## config.mk

```make
export PLATFORM = sky130hd
export DESIGN_NAME = booth_mul_pipe
export DESIGN_NICKNAME = d
export VERILOG_FILES = /design/src/rtl/booth_mul_pipe.sv
export SDC_FILE = /design/constraint.sdc
export NUM_CORES = 1
export LEC_CHECK = 0
export BUFFER_PORTS_ARGS = -buffer_cell sky130_fd_sc_hd__buf_2
export CORE_AREA = 3 3 126 128
export DETAILED_ROUTE_END_ITERATION = 7
export DIE_AREA = 0 0 129 131
export GPL_ROUTABILITY_DRIVEN = 0
export PLACE_DENSITY_LB_ADDON = 0.08
export SETUP_SLACK_MARGIN = 0.15
export SLEW_MARGIN = 20
export SYNTH_ARGS = -nofsm -noshare
export SYNTH_HDL_FRONTEND = slang
export SYNTH_SLANG_ARGS = --single-unit
export TNS_END_PERCENT = 30
```

## constraint.sdc

```tcl
create_clock -name clk -period 5.2 [get_ports clk]
set_input_delay 0.52 -clock clk [delete_from_list [all_inputs] [get_ports clk]]
set_output_delay 0.52 -clock clk [all_outputs]
set_load 0.01 [all_outputs]
```

## src/rtl/booth_mul_pipe.sv

```systemverilog
`default_nettype none
// +--------------------------------------------------------------------------+
// | Module      : booth_mul_pipe                                             |
// | Description : Three-stage pipelined radix-4 Booth signed multiplier with |
// |               valid/ready handshakes on both sides and an optional       |
// |               running-sum accumulator.                                   |
// |                 S1 : Booth-selected partial-product rows + negate bits   |
// |                 S2 : carry-save reduction of all rows to sum/carry       |
// |                 S3 : carry-propagate add (and accumulate when enabled)   |
// | Option      : define BOOTH_MUL_PIPE_ACC_EN to build the accumulator.     |
// |               out_data is then ACC_BITS wide and carries the running     |
// |               sum; acc_clear travels with its operands and restarts the  |
// |               sum. Without it, out_data is the 2*BITS-bit product and    |
// |               acc_clear is ignored.                                      |
// | Ports       : clk, rst_n (async, active low)                             |
// |               in_valid / in_ready / a / b / acc_clear   (operand side)   |
// |               out_valid / out_ready / out_data          (result side)    |
// | Revision    : 1.0 - initial release                                      |
// +--------------------------------------------------------------------------+
module booth_mul_pipe #(
  parameter int BITS     = 8,
  parameter int ACC_BITS = 2*BITS+8
) (
  input  logic                clk,
  input  logic                rst_n,
  input  logic                in_valid,
  output logic                in_ready,
  input  logic [BITS-1:0]     a,
  input  logic [BITS-1:0]     b,
  input  logic                acc_clear,
  output logic                out_valid,
  input  logic                out_ready,
`ifdef BOOTH_MUL_PIPE_ACC_EN
  output logic [ACC_BITS-1:0] out_data
`else
  output logic [2*BITS-1:0]   out_data
`endif
);

`ifdef BOOTH_MUL_PIPE_ACC_EN
  localparam int OUT_W = ACC_BITS;
`else
  localparam int OUT_W = 2*BITS;
`endif
  localparam int C_ROWS = BITS/2;     // one row per Booth digit
  localparam int C_RW   = BITS+1;     // row width: +-2a needs one extra bit
  localparam int C_PW   = 2*BITS;     // product width

  // Each row is stored with its sign bit inverted, which turns it into an
  // unsigned number that is 2^(BITS+2i) too large. All those offsets are
  // folded into one constant added once during reduction.
  function automatic logic [C_PW-1:0] corr_const();
    logic [C_PW-1:0] s;
    s = '0;
    for (int i = 0; i < C_ROWS; i++) begin
      s = s + (C_PW'(1) << (BITS + 2*i));
    end
    return ~s + 1'b1;
  endfunction
  localparam logic [C_PW-1:0] C_CORR = corr_const();

  // ---------------------------------------------------------------- control
  logic r_v1, r_v2, r_v3;
  logic w_rdy1, w_rdy2, w_rdy3;
  logic w_ld1, w_ld2, w_ld3;

  // A stage can take new data when it is empty or its content moves on.
  assign w_rdy3 = !r_v3 || out_ready;
  assign w_rdy2 = !r_v2 || w_rdy3;
  assign w_rdy1 = !r_v1 || w_rdy2;
  assign w_ld1  = in_valid && w_rdy1;
  assign w_ld2  = r_v1 && w_rdy2;
  assign w_ld3  = r_v2 && w_rdy3;

  assign in_ready  = w_rdy1;
  assign out_valid = r_v3;

  always_ff @(posedge clk or negedge rst_n) begin
    if (!rst_n) begin
      r_v1 <= 1'b0;
      r_v2 <= 1'b0;
      r_v3 <= 1'b0;
    end else begin
      if (w_rdy1) r_v1 <= in_valid;
      if (w_rdy2) r_v2 <= r_v1;
      if (w_rdy3) r_v3 <= r_v2;
    end
  end

  // ------------------------------------------------------- S1: Booth rows
  logic [BITS:0]     w_bx;                 // {b, b[-1]=0}
  logic [C_RW-1:0]   w_row [C_ROWS];
  logic [C_ROWS-1:0] w_neg;
  logic [BITS:0]     w_a1;                 // +a, sign extended
  logic [BITS:0]     w_a2;                 // +2a

  assign w_bx = {b, 1'b0};
  assign w_a1 = {a[BITS-1], a};
  assign w_a2 = {a, 1'b0};

  generate
    for (genvar gi = 0; gi < C_ROWS; gi++) begin : g_booth
      logic [2:0]      w_trip;
      logic [C_RW-1:0] w_mag;
      logic            w_n;

      assign w_trip = w_bx[2*gi+2 -: 3];

      always_comb begin
        w_mag = '0;
        w_n   = 1'b0;
        case (w_trip)
          3'b001, 3'b010: w_mag = w_a1;
          3'b011:         w_mag = w_a2;
          3'b100: begin   w_mag = w_a2; w_n = 1'b1; end
          3'b101, 3'b110: begin w_mag = w_a1; w_n = 1'b1; end
          default: begin  w_mag = '0;   w_n = 1'b0; end
        endcase
      end

      // Negation is one's complement here; the +1 enters as a carry-in.
      assign w_row[gi] = w_n ? ~w_mag : w_mag;
      assign w_neg[gi] = w_n;
    end
  endgenerate

  logic [C_RW-1:0]   r_row1 [C_ROWS];
  logic [C_ROWS-1:0] r_neg1;

  always_ff @(posedge clk or negedge rst_n) begin
    if (!rst_n) begin
      for (int i = 0; i < C_ROWS; i++) r_row1[i] <= '0;
      r_neg1 <= '0;
    end else if (w_ld1) begin
      for (int i = 0; i < C_ROWS; i++) r_row1[i] <= w_row[i];
      r_neg1 <= w_neg;
    end
  end

  // ------------------------------------------ S2: carry-save reduction
  // Start from the correction constant and the carry-in vector, then fold
  // each row in with a 3:2 compressor; carries past the top bit wrap away,
  // which is exactly modulo-2^(2*BITS) arithmetic.
  logic [C_PW-1:0] w_s, w_c, w_x, w_t, w_cin;

  always_comb begin
    w_cin = '0;
    w_x   = '0;
    w_t   = '0;
    for (int i = 0; i < C_ROWS; i++) w_cin[2*i] = r_neg1[i];
    w_s = C_CORR;
    w_c = w_cin;
    for (int i = 0; i < C_ROWS; i++) begin
      w_x = {{(C_PW-C_RW){1'b0}}, ~r_row1[i][BITS], r_row1[i][BITS-1:0]} << (2*i);
      w_t = w_s ^ w_c ^ w_x;
      w_c = ((w_s & w_c) | (w_s & w_x) | (w_c & w_x)) << 1;
      w_s = w_t;
    end
  end

  logic [C_PW-1:0] r_sum2, r_car2;

  always_ff @(posedge clk or negedge rst_n) begin
    if (!rst_n) begin
      r_sum2 <= '0;
      r_car2 <= '0;
    end else if (w_ld2) begin
      r_sum2 <= w_s;
      r_car2 <= w_c;
    end
  end

  // ------------------------------------------- S3: carry-propagate sum
  logic signed [C_PW-1:0] w_prod;
  assign w_prod = r_sum2 + r_car2;

`ifdef BOOTH_MUL_PIPE_ACC_EN
  logic r_clr1, r_clr2;
  logic signed [OUT_W-1:0] r_acc;
  logic signed [OUT_W-1:0] w_prod_ext;

  assign w_prod_ext = OUT_W'(w_prod);

  always_ff @(posedge clk or negedge rst_n) begin
    if (!rst_n) begin
      r_clr1 <= 1'b0;
      r_clr2 <= 1'b0;
      r_acc  <= '0;
    end else begin
      if (w_ld1) r_clr1 <= acc_clear;
      if (w_ld2) r_clr2 <= r_clr1;
      if (w_ld3) r_acc  <= r_clr2 ? w_prod_ext : r_acc + w_prod_ext;
    end
  end

  assign out_data = r_acc;
`else
  logic [OUT_W-1:0] r_out;
  logic             w_unused_cfg;

  // acc_clear and ACC_BITS only matter for the accumulator build.
  assign w_unused_cfg = acc_clear ^ (ACC_BITS > 0);

  always_ff @(posedge clk or negedge rst_n) begin
    if (!rst_n) r_out <= '0;
    else if (w_ld3) r_out <= w_prod;
  end

  assign out_data = r_out;
`endif

endmodule
`default_nettype wire

```

==> flow_summary.toml, run 1 <==
[timing]
postLayoutSetupSlackWorst_ps = 2770
relSlewSlack_pct = 27.5
skew_ps = 6.57
fin_setup_tns_ps = 0
hold_viol_final = 0
rsz0062_at_grt = "no"
fmax_ghz = 0.411
drv_slew = 0
setup_viol = 0
worst_pin_slew_ps = 1080
min_period_over_period_pct = 46.8
min_period_ps = 2430

[yosys]
synth_edf_count = 0
synth_nets = 572
synth_commonest_cells = "dfrtp_1 (86), nand2_1 (77), inv_1 (37), ha_1 (34), o21ai_1 (32)"
avgSynthCellArea_um2 = 10.3
synthMostInstantiatedCell = "dfrtp_1"
async_reset_ff_share_pct = 100
synth_seq_cells = 86
synthFlopType = "dfrtp_1"
ys_types = 44
synth_area_leaders = "dfrtp_1 (42%), ha_1 (8.3%), fa_1 (7.0%), nand2_1 (5.6%), xnor2_1 (4.8%)"
synth_top_area_cell = "dfrtp_1"
ys_warn_count = 0
synth_top_area_share_pct = 41.9
ys_seq_area_share_pct = 41.9
syn-cell-area_um2 = 5130
syn_inst = 499

[hold_path]
hp-class = "input pin to asynchronous set/reset pin"

[floorplanning]
initial_core_util_pct = 34.3
pin_count = 39
die_y_um = 131
dieWidth_um = 129
rows = 45
fp.coreArea_um2 = 15000
dieArea_um2 = 16900

[finish]
stdcell_count = 712
fillCellCount = 1521
finalInstanceArea_um2 = 5740
diodes = 0
multi_input_area_um2 = 2700
regArea_um2 = 2150
drive_gt1_share_pct = 15.6
nets = 592
area_delta_synth_final_pct = 11.8

[grt]
grt_pass1_vias = 3403
grt_first_pass_wirelength_um = 17300
antenna_found_initial = 0
grt_max_degree = 70
gr-total-overflow = 0
grt_usage_pct = 13.0

[worst_setup_path]
cp.depth = 7
path_class = "flip-flop to flip-flop"
cpMaxStageDelayCell = "fa_1"
max_stage_delay_ps = 480
worstPathRequired_ps = 5420
cp_top_family = "adder cells"
crit_top_cell = "fa_1"
endpoint_kind = "flip-flop"
crit_arrival_ps = 2650
rr_worst_depth = 7
critPathMaxFanout = 2
crit_chain = "ha_1 -> inv_1 -> fa_1 -> inv_1 -> fa_1 -> fa_1 -> mux2_2"
cp.buffers_inverters = 2
worstSetupStartpointType = "flip-flop"

[clock_network]
clk-insertion-delay-late_ps = 340
htree_num_levels = 3
cts_buffers = 9
post-cts-setup-buffers = 0
cts_hold_buffers = 0
clk_pin_slew_ps = 60
cts_tree = "yes"
cts-root-buf = "clkbuf_16"
cts_resized = 0
ctsLongestPathBuffers = 2
numClockSinks = 86

[drt]
viasPerCell = 4.82
initialDrtViolationCount = 151
dr.pass1.iters = 4
ant_nets = 0
drcViolationCount = 0
wl_per_cell_um = 14.3
vias = 3433
drt_wl_total_um = 10200

[placed_design]
placed_cell_area_um2 = 5430
dp_hpwl_um = 7550
dp_cells = 696
post-place-ws_ps = 2770
numPortBuffers = 37

[power]
cellPowerDensity_nw_per_um2 = 478
vdd_ir_drop_max_v = 0.000157
p_leak_nw = 2.65

[run_status]
status = "complete, no violations"

[flow_run]
cap_violations = 0
## kinds of logic after synthesis
kind of cell	after synthesis	synth area share (%)
compound gates	114	14.1
simple gates	108	8.87
flops	86	41.9
buf+inv	68	5.92
fa+ha+maj	52	15.3
mux	36	7.78
xor+xnor	35	6.12
## final cells by class
class / count / share of cell area [%]
Timing Repair Buffer: 40 / 3.66
Clock inverter: 3 / 0.742
Clock buffer: 13 / 4.54
Inverter: 37 / 2.42
Tap cell: 188 / 4.10
Sequential cell: 86 / 37.5
Multi-Input combinational cell: 345 / 47.0
## cells in the final DEF (no fill, tap or decap), types with 10 or more instances in the layout
cell type / n
a21oi_1: 20
a22oi_1: 11
buf_2: 36
dfrtp_1: 86
fa_1: 18
ha_1: 34
inv_1: 37
mux2_1: 13
mux2_2: 10
mux2i_1: 11
nand2_1: 76
nor2_1: 11
o21ai_0: 16
o21ai_1: 32
xnor2_1: 28
## power by group
part / total (mW) / internal (mW) / leakage, nW / switching [mW]
Combinational: 1.10 / 0.486 / 1.47 / 0.612
Clock: 0.657 / 0.398 / 0.146 / 0.259
Sequential: 0.987 / 0.875 / 1.04 / 0.112
## stage by stage
step / utilization (%) / total power [mW] / hold slack, ps
global placement: 36.2 / 2.09 / 408
detailed placement: 36.3 / 2.12 / 408
finish: 38.3 / 2.74 / 48.8
global route: 38.3 / 3.00 / 49.5
floorplan: - / 1.81 / 224
CTS: 38.3 / 2.79 / 45.4
## path summary, 6_finish.rpt
| check | start | end | slack [ps] |
|---|---|---|---|
| setup / recovery | r_row1[33] | r_sum2[7] | 2770 |
| hold / removal | rst_n | out_data[3] | 50 |
| setup reg to reg | r_row1[33] | r_sum2[7] | 2770 |
| hold reg to reg | r_row1[8] | r_sum2[14] | 460 |
| max in group asynchronous | rst_n | r_car2[13] | 3990 |
| min in group clk | in_valid | r_v1 | 400 |
## registers in the layout (all words and copies together), names as in the netlist
register / cells
r_v2: 1
r_car2: 11
out_valid: 1
r_v1: 1
r_neg1: 4
r_row1: 36
r_sum2: 16
out_data: 16
## metal layers
metal	global-route usage (%)	wire (um)
met5	0	0
met4	4.26	155
met3	2.64	366
met2	18.8	4320
met1	19.4	5380
## worst register-to-register path, stage by stage (launching register included)
cell and delay, ps:
dfrtp_1 390, ha_1 200, inv_1 60, fa_1 400, inv_1 80, fa_1 440, fa_1 480, mux2_2 270
No activity file was read; power rests on OpenSTA's default activity.
==> run 2, diff against run 1 <==
- clock period: 5.2 -> 2.2 ns (I/O delays scaled with it)
==> flow_summary.toml, run 2 (same netlist as run 1, synthesis figures left out) <==
[drt]
dr.pass1.iters = 4
initialDrtViolationCount = 231
vias = 3472
wl_per_cell_um = 14.6
viasPerCell = 4.78
drcViolationCount = 0
ant_nets = 0
drt_wl_total_um = 10600

[power]
p_clk_share_pct = 21.4
seqPwrFrac_pct = 36.1
p_int_mw = 4.12
p_leak_nw = 2.70
vdd_ir_drop_max_v = 0.000413
p_sw_share_pct = 36.6
p_sw_mw = 2.38
cellPowerDensity_nw_per_um2 = 1100
power.share.combinational_pct = 42.5

[finish]
layout_common_cells = "dfrtp_1 (86), nand2_1 (76), buf_2 (36), o21ai_1 (32), inv_1 (31)"
final_common_cell = "dfrtp_1"
diodes = 0
top_register = "r_row1"
final_util_pct = 39.5
nets = 606
area_delta_synth_final_pct = 15.3
drive_gt1_share_pct = 21.9
fillCellCount = 1488
largest_reg_flops = 36

[worst_setup_path]
critPathMaxFanout = 2
crit_arrival_ps = 2560
endpoint_kind = "flip-flop"
worstSetupStartpointType = "flip-flop"
worstPathRequired_ps = 2420
rr_worst_depth = 7
path_class = "flip-flop to flip-flop"

[clock_network]
clk_pin_slew_ps = 60
numClockSinks = 86
cts-root-buf = "clkbuf_16"
cts_tree = "yes"
clk-insertion-delay-late_ps = 330
htree_num_levels = 3
ctsLongestPathBuffers = 2
cts_buffers = 9

[run_status]
violations = "negative setup slack"
status = "finished, violations left"

[floorplanning]
rows = 45
initial_core_util_pct = 34.3
die_y_um = 131
dieArea_um2 = 16900
dieWidth_um = 129
fp.coreArea_um2 = 15000
pin_count = 39

[timing]
hold_viol_final = 0
skew_ps = 6.64
min_period_over_period_pct = 107
setup_viol = 4
relSlewSlack_pct = 63.2
fin_setup_tns_ps = -323
drv_slew = 0
worst_pin_slew_ps = 552
rsz0062_at_grt = "yes"
min_period_ps = 2340
postLayoutSetupSlackWorst_ps = -144
fmax_ghz = 0.427

[grt]
grt_usage_pct = 13.3
grt_max_degree = 42
antenna_found_initial = 0
grt_first_pass_wirelength_um = 17900
grt_pass1_vias = 3376
gr-total-overflow = 0

[placed_design]
dp_hpwl_um = 8070
numPortBuffers = 37

[hold_path]
hp-class = "input pin to flip-flop"
holdPathStages = 2

[flow_run]
cap_violations = 0
[run 2: changes by cell type in the layout (fill, tap and decap cells not counted), moves of 4 or more]
| cell | previous run | this run |
|---|---|---|
| inv_2 | 0 | 6 |
| mux2_4 | 2 | 6 |
| fa_1 | 18 | 10 |
| buf_4 | 4 | 16 |
| inv_1 | 37 | 31 |
| ha_1 | 34 | 28 |
| ha_4 | 0 | 5 |
| fa_2 | 0 | 8 |
[run 2: through the flow]
step	total power [mW]	hold slack, ps	std cells	setup WS, ps	area, um^2
final	6.50	98.7	726	-144	5920
after detailed placement	4.98	250	706	-142	5510
after global placement	4.94	243	706	-122	5510
after floorplan	4.27	-75.6	499	-74.5	5130
after CTS	6.51	87.4	725	-139	5850
after global routing	7.10	94.8	726	-210	5920
[run 2: power by group through the flow]
stage	clock network [mW]	registers (mW)	logic, mW
3_3_place_gp	0	2.37	2.58
6_report	1.39	2.35	2.76
4_1_cts	1.44	2.36	2.71
3_5_place_dp	0	2.38	2.60
2_1_floorplan	0	2.38	1.90
5_1_grt	1.50	2.42	3.18
[run 2: layout make-up]
| type | instances | area (um^2) | area share (%) |
|---|---|---|---|
| timing repair buffer | 54 | 330 | 5.58 |
| clock buffer | 12 | 246 | 4.16 |
| multi-input combinational | 345 | 2790 | 47.2 |
| sequential | 86 | 2150 | 36.4 |
| tap | 188 | 235 | 3.97 |
| clock inverter | 4 | 22.5 | 0.381 |
| inverter | 37 | 139 | 2.35 |
[run 2: path summary, 6_finish.rpt]
check / startpoint / to / slack, ps
max reg2reg: r_row1[33] / r_sum2[7] / -140
max in group asynchronous: rst_n / out_data[11] / 1180
min in group asynchronous: rst_n / out_data[1] / 420
min: in_valid / r_v1 / 100
min reg2reg: r_row1[8] / r_sum2[14] / 460
max: r_row1[33] / r_sum2[7] / -140
[run 2: worst max-delay path, cell delays in order (launching register included)]
cell and delay, ps:
dfrtp_1 380, ha_1 190, inv_1 60, fa_1 400
inv_1 80, fa_1 420, fa_1 430, mux2_2 260
[run 2: repair_timing]
| action | in CTS | in global routing |
|---|---|---|
| setup buffers | 2 | 1 |
| hold buffers | 1 | 0 |
| gates resized for setup | 13 | 13 |
| endpoints found under the setup margin | 12 | 16 |
| gates cloned | 0 | 0 |
| pin swaps | 8 | 9 |
| hold endpoints to repair | 38 | 0 |
[run 2: per-layer routing]
metal | share of wire, % | up-vias | GRT usage [%]
li1 | - | 1762 | -
met1 | 54 | 1650 | 20.2
met2 | 42 | 53 | 19.3
met3 | 3.4 | 7 | 2.32
met4 | 0.78 | 0 | 3.83
met5 | 0 | - | 0
